### config.mk
export PLATFORM = sky130hd
export DESIGN_NAME = mul_issue_q
export DESIGN_NICKNAME = d
export VERILOG_FILES = /design/src/rtl/mul_issue_q.sv
export SDC_FILE = /design/constraint.sdc
export NUM_CORES = 1
export LEC_CHECK = 0
export CAP_MARGIN = 20
export CORE_MARGIN = 3
export CORE_UTILIZATION = 45
export CTS_CLUSTER_DIAMETER = 120
export DETAILED_ROUTE_END_ITERATION = 8
export PLACE_DENSITY = 0.76
export SYNTH_ARGS = -nofsm -noshare
export SYNTH_HDL_FRONTEND = slang
export SYNTH_SLANG_ARGS = --single-unit
### constraint.sdc
create_clock -name clk -period 4 [get_ports clk]
set_clock_uncertainty 0.2 [all_clocks]
set_input_delay 0.6 -clock clk [delete_from_list [all_inputs] [get_ports clk]]
set_output_delay 0.6 -clock clk [all_outputs]
set_load 0.03 [all_outputs]
### src/rtl/mul_issue_q.sv
// Operand issue FIFO in front of a combinational fp32 multiplier, plus a
// registered result stage with valid/ready handshake and result-class flags.
module mul_issue_q #(
    parameter int SIGN_W = 1,
    parameter int EXPO_W = 8,
    parameter int MANT_W = 23,
    parameter int DEPTH  = 4,
    parameter int TAG_W  = 4,
    localparam int DW    = SIGN_W + EXPO_W + MANT_W,
    localparam int AW    = $clog2(DEPTH),
    localparam int CW    = AW + 1
) (
    input  logic             clk,
    input  logic             rst,
    input  logic             in_valid,
    output logic             in_ready,
    input  logic [DW-1:0]    in_a,
    input  logic [DW-1:0]    in_b,
    input  logic [1:0]       in_rnd,
    input  logic [TAG_W-1:0] in_tag,
    input  logic             flush,
    output logic [DW-1:0]    mul_a,
    output logic [DW-1:0]    mul_b,
    output logic [1:0]       mul_rnd,
    input  logic [DW-1:0]    mul_res,
    output logic             out_valid,
    input  logic             out_ready,
    output logic [DW-1:0]    out_res,
    output logic [TAG_W-1:0] out_tag,
    output logic [3:0]       out_flags,
    output logic [CW-1:0]    count
);

    logic [DW-1:0]    r_mem_a   [DEPTH];
    logic [DW-1:0]    r_mem_b   [DEPTH];
    logic [1:0]       r_mem_rnd [DEPTH];
    logic [TAG_W-1:0] r_mem_tag [DEPTH];

    logic [AW-1:0]    r_wr_ptr;
    logic [AW-1:0]    r_rd_ptr;
    logic [CW-1:0]    r_count;
    logic             r_out_valid;
    logic [DW-1:0]    r_out_res;
    logic [TAG_W-1:0] r_out_tag;
    logic [3:0]       r_out_flags;

    logic             w_full;
    logic             w_head_vld;
    logic             w_push;
    logic             w_pop;
    logic [EXPO_W-1:0] w_expo;
    logic [MANT_W-1:0] w_mant;
    logic             w_expo_ones;
    logic             w_expo_zero;
    logic             w_mant_zero;
    logic [3:0]       w_flags;

    // Readiness comes from the registered count only; a pop in the same cycle
    // does not free a slot for the incoming operand.
    assign w_full     = (r_count == CW'(DEPTH));
    assign w_head_vld = (r_count != '0);
    assign in_ready   = ~w_full;

    assign w_push = in_valid & ~w_full & ~flush;
    assign w_pop  = w_head_vld & (~r_out_valid | out_ready) & ~flush;

    assign mul_a   = w_head_vld ? r_mem_a[r_rd_ptr]   : '0;
    assign mul_b   = w_head_vld ? r_mem_b[r_rd_ptr]   : '0;
    assign mul_rnd = w_head_vld ? r_mem_rnd[r_rd_ptr] : '0;

    assign w_expo      = mul_res[MANT_W +: EXPO_W];
    assign w_mant      = mul_res[MANT_W-1:0];
    assign w_expo_ones = &w_expo;
    assign w_expo_zero = ~|w_expo;
    assign w_mant_zero = ~|w_mant;
    assign w_flags     = {w_expo_ones & ~w_mant_zero, w_expo_ones & w_mant_zero,
                          w_expo_zero & w_mant_zero,  w_expo_zero & ~w_mant_zero};

    always_ff @(posedge clk) begin
        if (w_push) begin
            r_mem_a[r_wr_ptr]   <= in_a;
            r_mem_b[r_wr_ptr]   <= in_b;
            r_mem_rnd[r_wr_ptr] <= in_rnd;
            r_mem_tag[r_wr_ptr] <= in_tag;
        end
    end

    always_ff @(posedge clk or posedge rst) begin
        if (rst) begin
            r_wr_ptr <= '0;
            r_rd_ptr <= '0;
            r_count  <= '0;
        end else if (flush) begin
            r_wr_ptr <= '0;
            r_rd_ptr <= '0;
            r_count  <= '0;
        end else begin
            if (w_push) r_wr_ptr <= r_wr_ptr + AW'(1);
            if (w_pop)  r_rd_ptr <= r_rd_ptr + AW'(1);
            case ({w_push, w_pop})
                2'b10:   r_count <= r_count + CW'(1);
                2'b01:   r_count <= r_count - CW'(1);
                default: r_count <= r_count;
            endcase
        end
    end

    // Result data is only overwritten by a new capture; a drain or flush
    // just clears the valid bit.
    always_ff @(posedge clk or posedge rst) begin
        if (rst) begin
            r_out_valid <= 1'b0;
            r_out_res   <= '0;
            r_out_tag   <= '0;
            r_out_flags <= '0;
        end else if (flush) begin
            r_out_valid <= 1'b0;
        end else if (w_pop) begin
            r_out_valid <= 1'b1;
            r_out_res   <= mul_res;
            r_out_tag   <= r_mem_tag[r_rd_ptr];
            r_out_flags <= w_flags;
        end else if (r_out_valid & out_ready) begin
            r_out_valid <= 1'b0;
        end
    end

    assign out_valid = r_out_valid;
    assign out_res   = r_out_res;
    assign out_tag   = r_out_tag;
    assign out_flags = r_out_flags;
    assign count     = r_count;

endmodule

# ---- Word level (Yosys, flattened, before mapping)
# Memory sizes are Yosys's and may differ from the RTL's. A register that Yosys moved wholly into a read port is not among the register bits.
# Cells that the tools add are included.
dict set report classes {
  add_sub_neg 4
  n_eq_ne 3
  muxes 14
  n_bitwise 13
  n_reduce_logical 11
}
# operator n
set ops {}
lappend ops {{2-to-1 mux 32 bit} 2}
lappend ops {{OR reduction 23 bit} 1}
lappend ops {{2-to-1 mux 2 bit} 5}
lappend ops {{bitwise AND 1 bit} 9}
lappend ops {{nonzero test 3 bit} 3}
lappend ops {{AND reduction 8 bit} 1}
lappend ops {{OR reduction 8 bit} 1}
lappend ops {{case mux 3 bit (2 select lines)} 1}
lappend ops {{2-to-1 mux 1 bit} 5}
lappend ops {{adder 2 x 1 -> 2 bit (second input constant)} 2}
lappend ops {{nonzero test 2 bit} 2}
lappend ops {{adder 3 x 1 -> 3 bit (second input constant)} 1}
lappend ops {{== test 3 bit (second input constant)} 1}
lappend ops {{2-to-1 mux 3 bit} 1}
lappend ops {{inverter 1 bit} 3}
lappend ops {{subtractor 3 x 1 -> 3 bit (second input constant)} 1}
lappend ops {{== test 2 x 1 -> 1 bit (second input constant)} 1}
lappend ops {{== test 2 bit (second input constant)} 1}
lappend ops {{zero test 1 bit} 2}
lappend ops {{AND reduction 2 bit} 1}
lappend ops {{bitwise OR 1 bit} 1}
dict set report word_totals {
  register_bits 44
  mem_bits_rw 280
  in_bits 107
  output_inout_bits 111
  elab_cells 55
  mem_count 4
}
# name words word_bits rd rd_ports_with_merged_regs write_ports line_no
set mem_list {}
lappend mem_list {r_mem_a 4 32 1 0 1 34} ;# logic [DW-1:0] r_mem_a [DEPTH];
lappend mem_list {r_mem_b 4 32 1 0 1 35} ;# logic [DW-1:0] r_mem_b [DEPTH];
lappend mem_list {r_mem_tag 4 4 1 1 1 37} ;# logic [TAG_W-1:0] r_mem_tag [DEPTH];
lappend mem_list {r_mem_rnd 4 2 1 0 1 36} ;# logic [1:0] r_mem_rnd [DEPTH];

# ---- Logic depth before layout (Yosys ltp)
# Gate-level depths: netlist of the first run.
dict set report logic_depth {
  ltp_word 7
  mapped_depth 9
  ltp_nobuf 7
}

# ---- Least setup slack after synthesis of the first run
# Ideal clock, no wire load.
dict set report synth_path {
  path_kind {register -> register}
  startpoint {reg r_count[0] (netlist: count[0])}
  endpoint {mem r_mem_a[0][0] in the netlist's numbering (enable)}
  setup_ns 0.436
  arrival_time_ns 2.950
  t_required_ns 3.364
  setup_slack_ns 0.414
  path_stages_with_launch 5
  path_buffers 0
  synth_period_minus_slack_ns 3.586
  path_cell_list {dfrtp_1 or3b_2 nand2_1 nor2_1 and2_1}
}
dict set report synth_via {
  elab_chain_cells 6
}
# item line_no
set synth_lines {}
lappend synth_lines {{start: declaration} 41} ;# logic [CW-1:0] r_count;
lappend synth_lines {{start signal: assignment} 101} ;# 2'b10: r_count <= r_count + CW'(1);
lappend synth_lines {{start signal: assignment} 102} ;# 2'b01: r_count <= r_count - CW'(1);
lappend synth_lines {{start signal: assignment} 103} ;# default: r_count <= r_count;
lappend synth_lines {{== test 3 bit} 60} ;# assign w_full = (r_count == CW'(DEPTH));
lappend synth_lines {{inverter 1 bit} -}
lappend synth_lines {{via in_ready} 16} ;# output logic in_ready,
lappend synth_lines {{bitwise AND 1 bit (2 in a row)} 64} ;# assign w_push = in_valid & ~w_full & ~flush;
lappend synth_lines {{2-to-1 mux 1 bit} 80} ;# if (w_push) begin
lappend synth_lines {{2-to-1 mux 1 bit (not written as such)} 81} ;# r_mem_a[r_wr_ptr] <= in_a;
lappend synth_lines {{end: declaration} 34}
# The timed path passes the listed nets, and every way through them passes these cells.

# ---- Final worst setup path of the first run
dict set report layout_path {
  startpoint {reg r_rd_ptr[0]}
  endpoint {out mul_a[4]}
}
dict set report layout_via {
  elab_chain_cells 2
}
# item line_no
set layout_lines {}
lappend layout_lines {{start: declaration} 40} ;# logic [AW-1:0] r_rd_ptr;
lappend layout_lines {{start signal: assignment} 99} ;# if (w_pop) r_rd_ptr <= r_rd_ptr + AW'(1);
lappend layout_lines {{memory read (4 x 32 bit)} -}
lappend layout_lines {{2-to-1 mux 32 bit} 67} ;# assign mul_a = w_head_vld ? r_mem_a[r_rd_ptr] : '0;
lappend layout_lines {{end: declaration} 22} ;# output logic [DW-1:0] mul_a,
# No other way between the ends.

==> results of run 1 <==
## flip-flops by register name, indices dropped and copies added, names as in the netlist
register and flops:
r_wr_ptr 2, out_flags 4, out_valid 1, r_mem_rnd 8, count 3, out_res 32
r_rd_ptr 2, r_mem_b 128, out_tag 4, r_mem_a 128, r_mem_tag 16
## through the flow
stage / instance area, um^2 / cells
3_3_place_gp: 15400 / 1250
4_1_cts: 16500 / 1315
2_1_floorplan: 12700 / 678
3_5_place_dp: 15400 / 1250
6_report: 16500 / 1317
5_1_grt: 16500 / 1317
## power by group
group	total, W	switching (W)	internal [W]
clock	0.00309	0.00127	0.00182
sequential	0.00435	0.000231	0.00412
combinational	0.00393	0.00220	0.00173
total	0.0114	0.00369	0.00768
## critical path, stage by stage, from the launching register on
cell and delay, ns:
dfrtp_4 0.67, buf_12 0.35, mux4_2 0.56, nor2b_1 0.17, clkdlybuf4s50_1 0.62
## per-layer routing
layer / GRT usage (%) / part of all wire [%]
met1: 24.2 / 43
met2: 27.6 / 47
met3: 5.78 / 8.5
met4: 4.26 / 1.6
met5: 0 / 0.049
## final cells by class
type | instances | area, um^2 | area share (%)
diodes | 1 | 2.50 | 0.0151
flip-flops and latches | 328 | 9620 | 58.2
clock buffers | 46 | 990 | 5.99
multi-input cells | 313 | 2900 | 17.6
clock inverters | 19 | 131 | 0.795
well taps | 372 | 465 | 2.82
repair buffers | 234 | 2400 | 14.5
inverters | 4 | 15.0 | 0.0909
## final timing paths
check                       startpoint             end  slack [ns]
max reg2reg                   count[1]  r_mem_a[3][11]        1.40
min                                rst     out_res[26]        0.10
min reg2reg                out_res[27]     out_res[27]        0.27
max in group asynchronous          rst     r_rd_ptr[0]        3.03
max                        r_rd_ptr[0]        mul_a[4]        0.30
min in group clk           out_res[27]     out_res[27]        0.27
## Yosys cell counts
library cell    n
and2_1          4
mux4_2         70
o21ai_0         2
nor4_1          7
mux4_1          1
nor3_1          2
nand2_1       115
nand3_1         2
xnor2_1         4
nor3b_1         1
a21oi_1         3
inv_1           4
or3_1           1
ha_1            4
clkbuf_1       14
clkbuf_2        1
or3b_2          1
nor2b_1        67
o31ai_1         1
nand4_1         3
a22o_1          1
fa_1            1
xor2_1          2
or2_2           1
nor2_1          8
nor2_2          1
o21a_1          1
nand2b_1        4
buf_2          17
and2b_1         1
dfrtp_1        48
buf_4           1
o32ai_1         1
and2_0          1
edfxtp_1      280
o41ai_2         1
nor3_4          2
## cell families after synthesis
logic type / after synthesis
AOI/OAI and AO/OA: 10
adders and majority gates: 5
muxes: 71
buffers and inverters: 37
xor gates and xnor gates: 6
and+or+nand+nor: 221
DFF: 328
==> impl_metrics.env, run 1 <==
export IMPL_max_slew_margin_pct=51.8
export IMPL_grt_max_degree=49
export IMPL_fillerInstances=2068
export IMPL_yosys_warnings=0
export IMPL_final_cell_mix="280 x edfxtp_1, 217 x clkdlybuf4s50_1, 115 x nand2_1"
export IMPL_wirelength_mm=26.3
export IMPL_start_kind="register"
export IMPL_grt_pass1_vias=7413
export IMPL_synth_fa_ha_area_share_pct=0.553
export IMPL_clk_pin_slew_ns=0.06
export IMPL_max_slew_worst_pin_slew_ns=0.721
export IMPL_dp_slack_ns=0.782
export IMPL_cp_arrival_ns=2.90
export IMPL_power_per_cell_area_nw_per_um2=688
export IMPL_clockRootBuffer="clkbuf_16"
export IMPL_fin_nets=1029
export IMPL_cts_repair_resized=0
export IMPL_crit_path_end_kind="primary output"
export IMPL_gp_congestion=0.789
export IMPL_p_leak_nw=5.64
export IMPL_fin_crit_ns=3.70
export IMPL_antenna_left=0
export IMPL_syn_area_um2=12700
export IMPL_die_w_um=174
export IMPL_antenna_found_initial=2
export IMPL_cts_sinks=328
export IMPL_yosys_area_share_simple_pct=8.64
export IMPL_cts_max_path_buffers=3
export IMPL_rows=60
export IMPL_drive_above_1_share_pct=16.2
export IMPL_crit_path_max_fanout=34
export IMPL_synth_distinct_cells=37
export IMPL_core_um2=27300
export IMPL_synth_top_family_by_area="multiplexers"
export IMPL_hpwl_mm=16.5
export IMPL_hold_slack_ns=0.102
export IMPL_die_y_um=174
export IMPL_synth_compound_area_share_pct=0.583
export IMPL_syn_inst=678
export IMPL_muxShareOfSynthArea_pct=12.7
export IMPL_drv_slew=0
export IMPL_netlist_area_leader_share_pct=66.4
export IMPL_synthXorXnorAreaFrac_pct=0.415
export IMPL_vdd_ir_drop_max_uv=551
export IMPL_avgSynthCellArea_um2=18.7
export IMPL_yosysTopAreaCell="edfxtp_1"
export IMPL_fmax_ghz=0.270
export IMPL_gr_total_overflow=0
export IMPL_grt_pass1_wl_mm=42.3
export IMPL_ioPinCount=218
export IMPL_rsz0062_at_grt="false"
export IMPL_syn_num_nets=790
export IMPL_finalPower_w=0.0114
export IMPL_status="finished clean"
export IMPL_drt_iter0_markers=496
export IMPL_crit_required_ns=3.20
export IMPL_cts_buffers=36
export IMPL_area_growth_pct=30.4
export IMPL_hp_class="in -> async"
export IMPL_finalSetupViolations=0
export IMPL_worstSkewPairLatency_ns=0.50
export IMPL_synth_area_leaders="edfxtp_1 66%, mux4_2 12%, dfrtp_1 9.5%, nand2_1 3.4%, nor2b_1 3.3%"
export IMPL_first_pass_iters=5
export IMPL_viasPerCell=5.22
export IMPL_cts_tree="yes"
export IMPL_wl_per_cell_um=20.0
export IMPL_initial_utilization_pct=46.4
export IMPL_track_usage_pct=17.6
export IMPL_synth_seq_area_share_pct=75.9
export IMPL_reg2regPathDepth=5
export IMPL_ys_ff_latch=328
export IMPL_drv_cap=0
export IMPL_tns_ns=0
export IMPL_post_route_period_util_pct=92.5
export IMPL_die_area_um2=30200
export IMPL_vias=6869
export IMPL_drc=0
export IMPL_fin_util_pct=60.5
export IMPL_critical_path_class="reg -> out"
export IMPL_htree_levels=2
export IMPL_cts_hold_buffers=0
export IMPL_port_buffers=217
export IMPL_setup_ws_ns=0.302
export IMPL_post_cts_buffers=0
export IMPL_hold_violations=0
export IMPL_final_common_cell="edfxtp_1"
Note: power is estimated with default switching activity, not from simulation.
==> run 2, diff against run 1 <==
CORE_ASPECT_RATIO = 1.1   (was default)
CORE_MARGIN = 2   (was 3)
TNS_END_PERCENT = 50   (was default)
==> run 2 against run 1 <==
- maximum frequency up 2.0%
- core utilization down 1.3 points
- combinational power about the same
- critical path type unchanged
==> impl_metrics.env, run 2 (synthesis results as in run 1) <==
export IMPL_n_antenna_cell=0
export IMPL_cts_max_path_buffers=3
export IMPL_drc=0
export IMPL_cts_sinks=328
export IMPL_grt_pass1_wl_mm=39.5
export IMPL_critical_path_class="reg -> out"
export IMPL_vdd_ir_drop_max_uv=474
export IMPL_p_seq_share_pct=38.8
export IMPL_initial_utilization_pct=45.6
export IMPL_cp_arrival_ns=2.83
export IMPL_first_pass_iters=4
export IMPL_port_buffers=217
export IMPL_cts_tree="yes"
export IMPL_htree_levels=2
export IMPL_r2r_end="count[2]"
export IMPL_hold_violations=0
export IMPL_p_int_w=0.00757
export IMPL_die_y_um=180
export IMPL_status="finished clean"
export IMPL_wirelength_mm=25.5
export IMPL_tns_ns=0
export IMPL_multi_input_area_um2=2900
export IMPL_antenna_left=0
export IMPL_die_area_um2=29500
export IMPL_fin_crit_ns=3.63
export IMPL_post_cts_buffers=0
export IMPL_wl_per_cell_um=19.6
export IMPL_worstSkewPairLatency_ns=0.50
export IMPL_core_um2=27800
export IMPL_fin_nets=1032
export IMPL_grt_pass1_vias=7114
export IMPL_crit_required_ns=3.20
export IMPL_clockRootBuffer="clkbuf_16"
export IMPL_pwr_share_comb_pct=35.4
export IMPL_sw_frac_of_total_pct=32.4
export IMPL_power_per_cell_area_nw_per_um2=681
export IMPL_rows=64
export IMPL_track_usage_pct=17.4
export IMPL_drt_iter0_markers=392
export IMPL_vias=6755
export IMPL_gr_total_overflow=0
export IMPL_viasPerCell=5.18
export IMPL_max_slew_worst_pin_slew_ns=0.771
export IMPL_antenna_found_initial=0
export IMPL_grt_max_degree=54
export IMPL_hpwl_mm=16.2
export IMPL_cts_hold_buffers=0
export IMPL_final_cell_mix="280 x edfxtp_1, 217 x clkdlybuf4s50_1, 115 x nand2_1"
export IMPL_die_w_um=164
export IMPL_r2r_start="count[1]"
export IMPL_crit_path_max_fanout=19
export IMPL_area_growth_pct=29.8
export IMPL_fmax_ghz=0.276
export IMPL_fillerInstances=2054
export IMPL_start_kind="register"
export IMPL_final_common_cell="edfxtp_1"
export IMPL_power_switching_w=0.00363
export IMPL_hp_class="in -> async"
export IMPL_reg2regPathDepth=7
export IMPL_clkPwrFrac_pct=25.9
export IMPL_p_leak_nw=5.60
export IMPL_drive_above_1_share_pct=15.9
export IMPL_drv_slew=0
export IMPL_rrSetupSlack_ns=1.00
export IMPL_max_slew_margin_pct=48.4
export IMPL_ioPinCount=218
export IMPL_gp_congestion=0.766
export IMPL_cts_buffers=34
export IMPL_rsz0062_at_grt="false"
export IMPL_hold_slack_ns=0.149
export IMPL_clk_pin_slew_ns=0.06
export IMPL_finalSetupViolations=0
export IMPL_cts_repair_resized=0
export IMPL_drv_cap=0
export IMPL_post_route_period_util_pct=90.6
export IMPL_seqCellArea_um2=9620
export IMPL_crit_path_end_kind="primary output"
## run 2: changes by cell type in the layout (fill, tap and decap cells not counted)
cell        delta
clkbuf_16      -3
buf_4          +5
clkinvlp_4     +1
clkinv_1       -2
clkinv_2       -5
clkbuf_4       +1
clkinv_4       -1
clkinv_8       +1
clkbuf_1       +3
clkbuf_8       -2
diode_2        -1
## run 2: power groups by stage
stage	Sequential, W	Clock (W)	Combinational, W
2_1_floorplan	0.00470	0	0.00209
3_3_place_gp	0.00439	0	0.00399
3_5_place_dp	0.00441	0	0.00401
4_1_cts	0.00435	0.00298	0.00403
5_1_grt	0.00439	0.00311	0.00423
6_report	0.00434	0.00290	0.00396
## run 2: layout make-up
type / count / share of cell area, %
Clock buffer: 45 / 5.51
Clock inverter: 13 / 0.692
Inverter: 4 / 0.0913
Multi-Input combinational cell: 313 / 17.7
Sequential cell: 328 / 58.5
Tap cell: 363 / 2.76
Timing Repair Buffer: 239 / 14.8
## run 2: worst max-delay path, stage by stage, from the launching register on
cell	delay, ns
dfrtp_1	0.48
nor3_4	0.70
buf_4	0.41
nor2b_1	0.11
clkdlybuf4s50_1	0.62
## run 2: worst max-delay path by stage
stage                        start             to
after global placement    count[0]      mul_a[30]
after floorplan           count[0]  r_mem_a[0][0]
after CTS                 count[1]       mul_b[0]
after detailed placement  count[1]       mul_b[0]
after global routing      count[1]       mul_b[0]
final                     count[1]       mul_b[0]
## run 2: metal layers
layer	wire, um	GRT usage (%)	vias up
li1	-	-	3081
met1	10600	22.5	3412
met2	12800	29.5	220
met3	1660	4.36	42
met4	487	4.67	0
met5	0	0	-
## run 2: stage by stage
step | area [um^2] | setup WS, ns | cells | power, W | utilization [%]
after floorplan | 12700 | 0.414 | 678 | 0.00679 | -
after global placement | 15400 | 0.815 | 1246 | 0.00838 | 55.4
after detailed placement | 15400 | 0.818 | 1246 | 0.00842 | 55.4
after CTS | 16400 | 0.265 | 1304 | 0.0114 | 59.1
after global routing | 16400 | 0.168 | 1305 | 0.0117 | 59.2
final | 16400 | 0.374 | 1305 | 0.0112 | 59.2
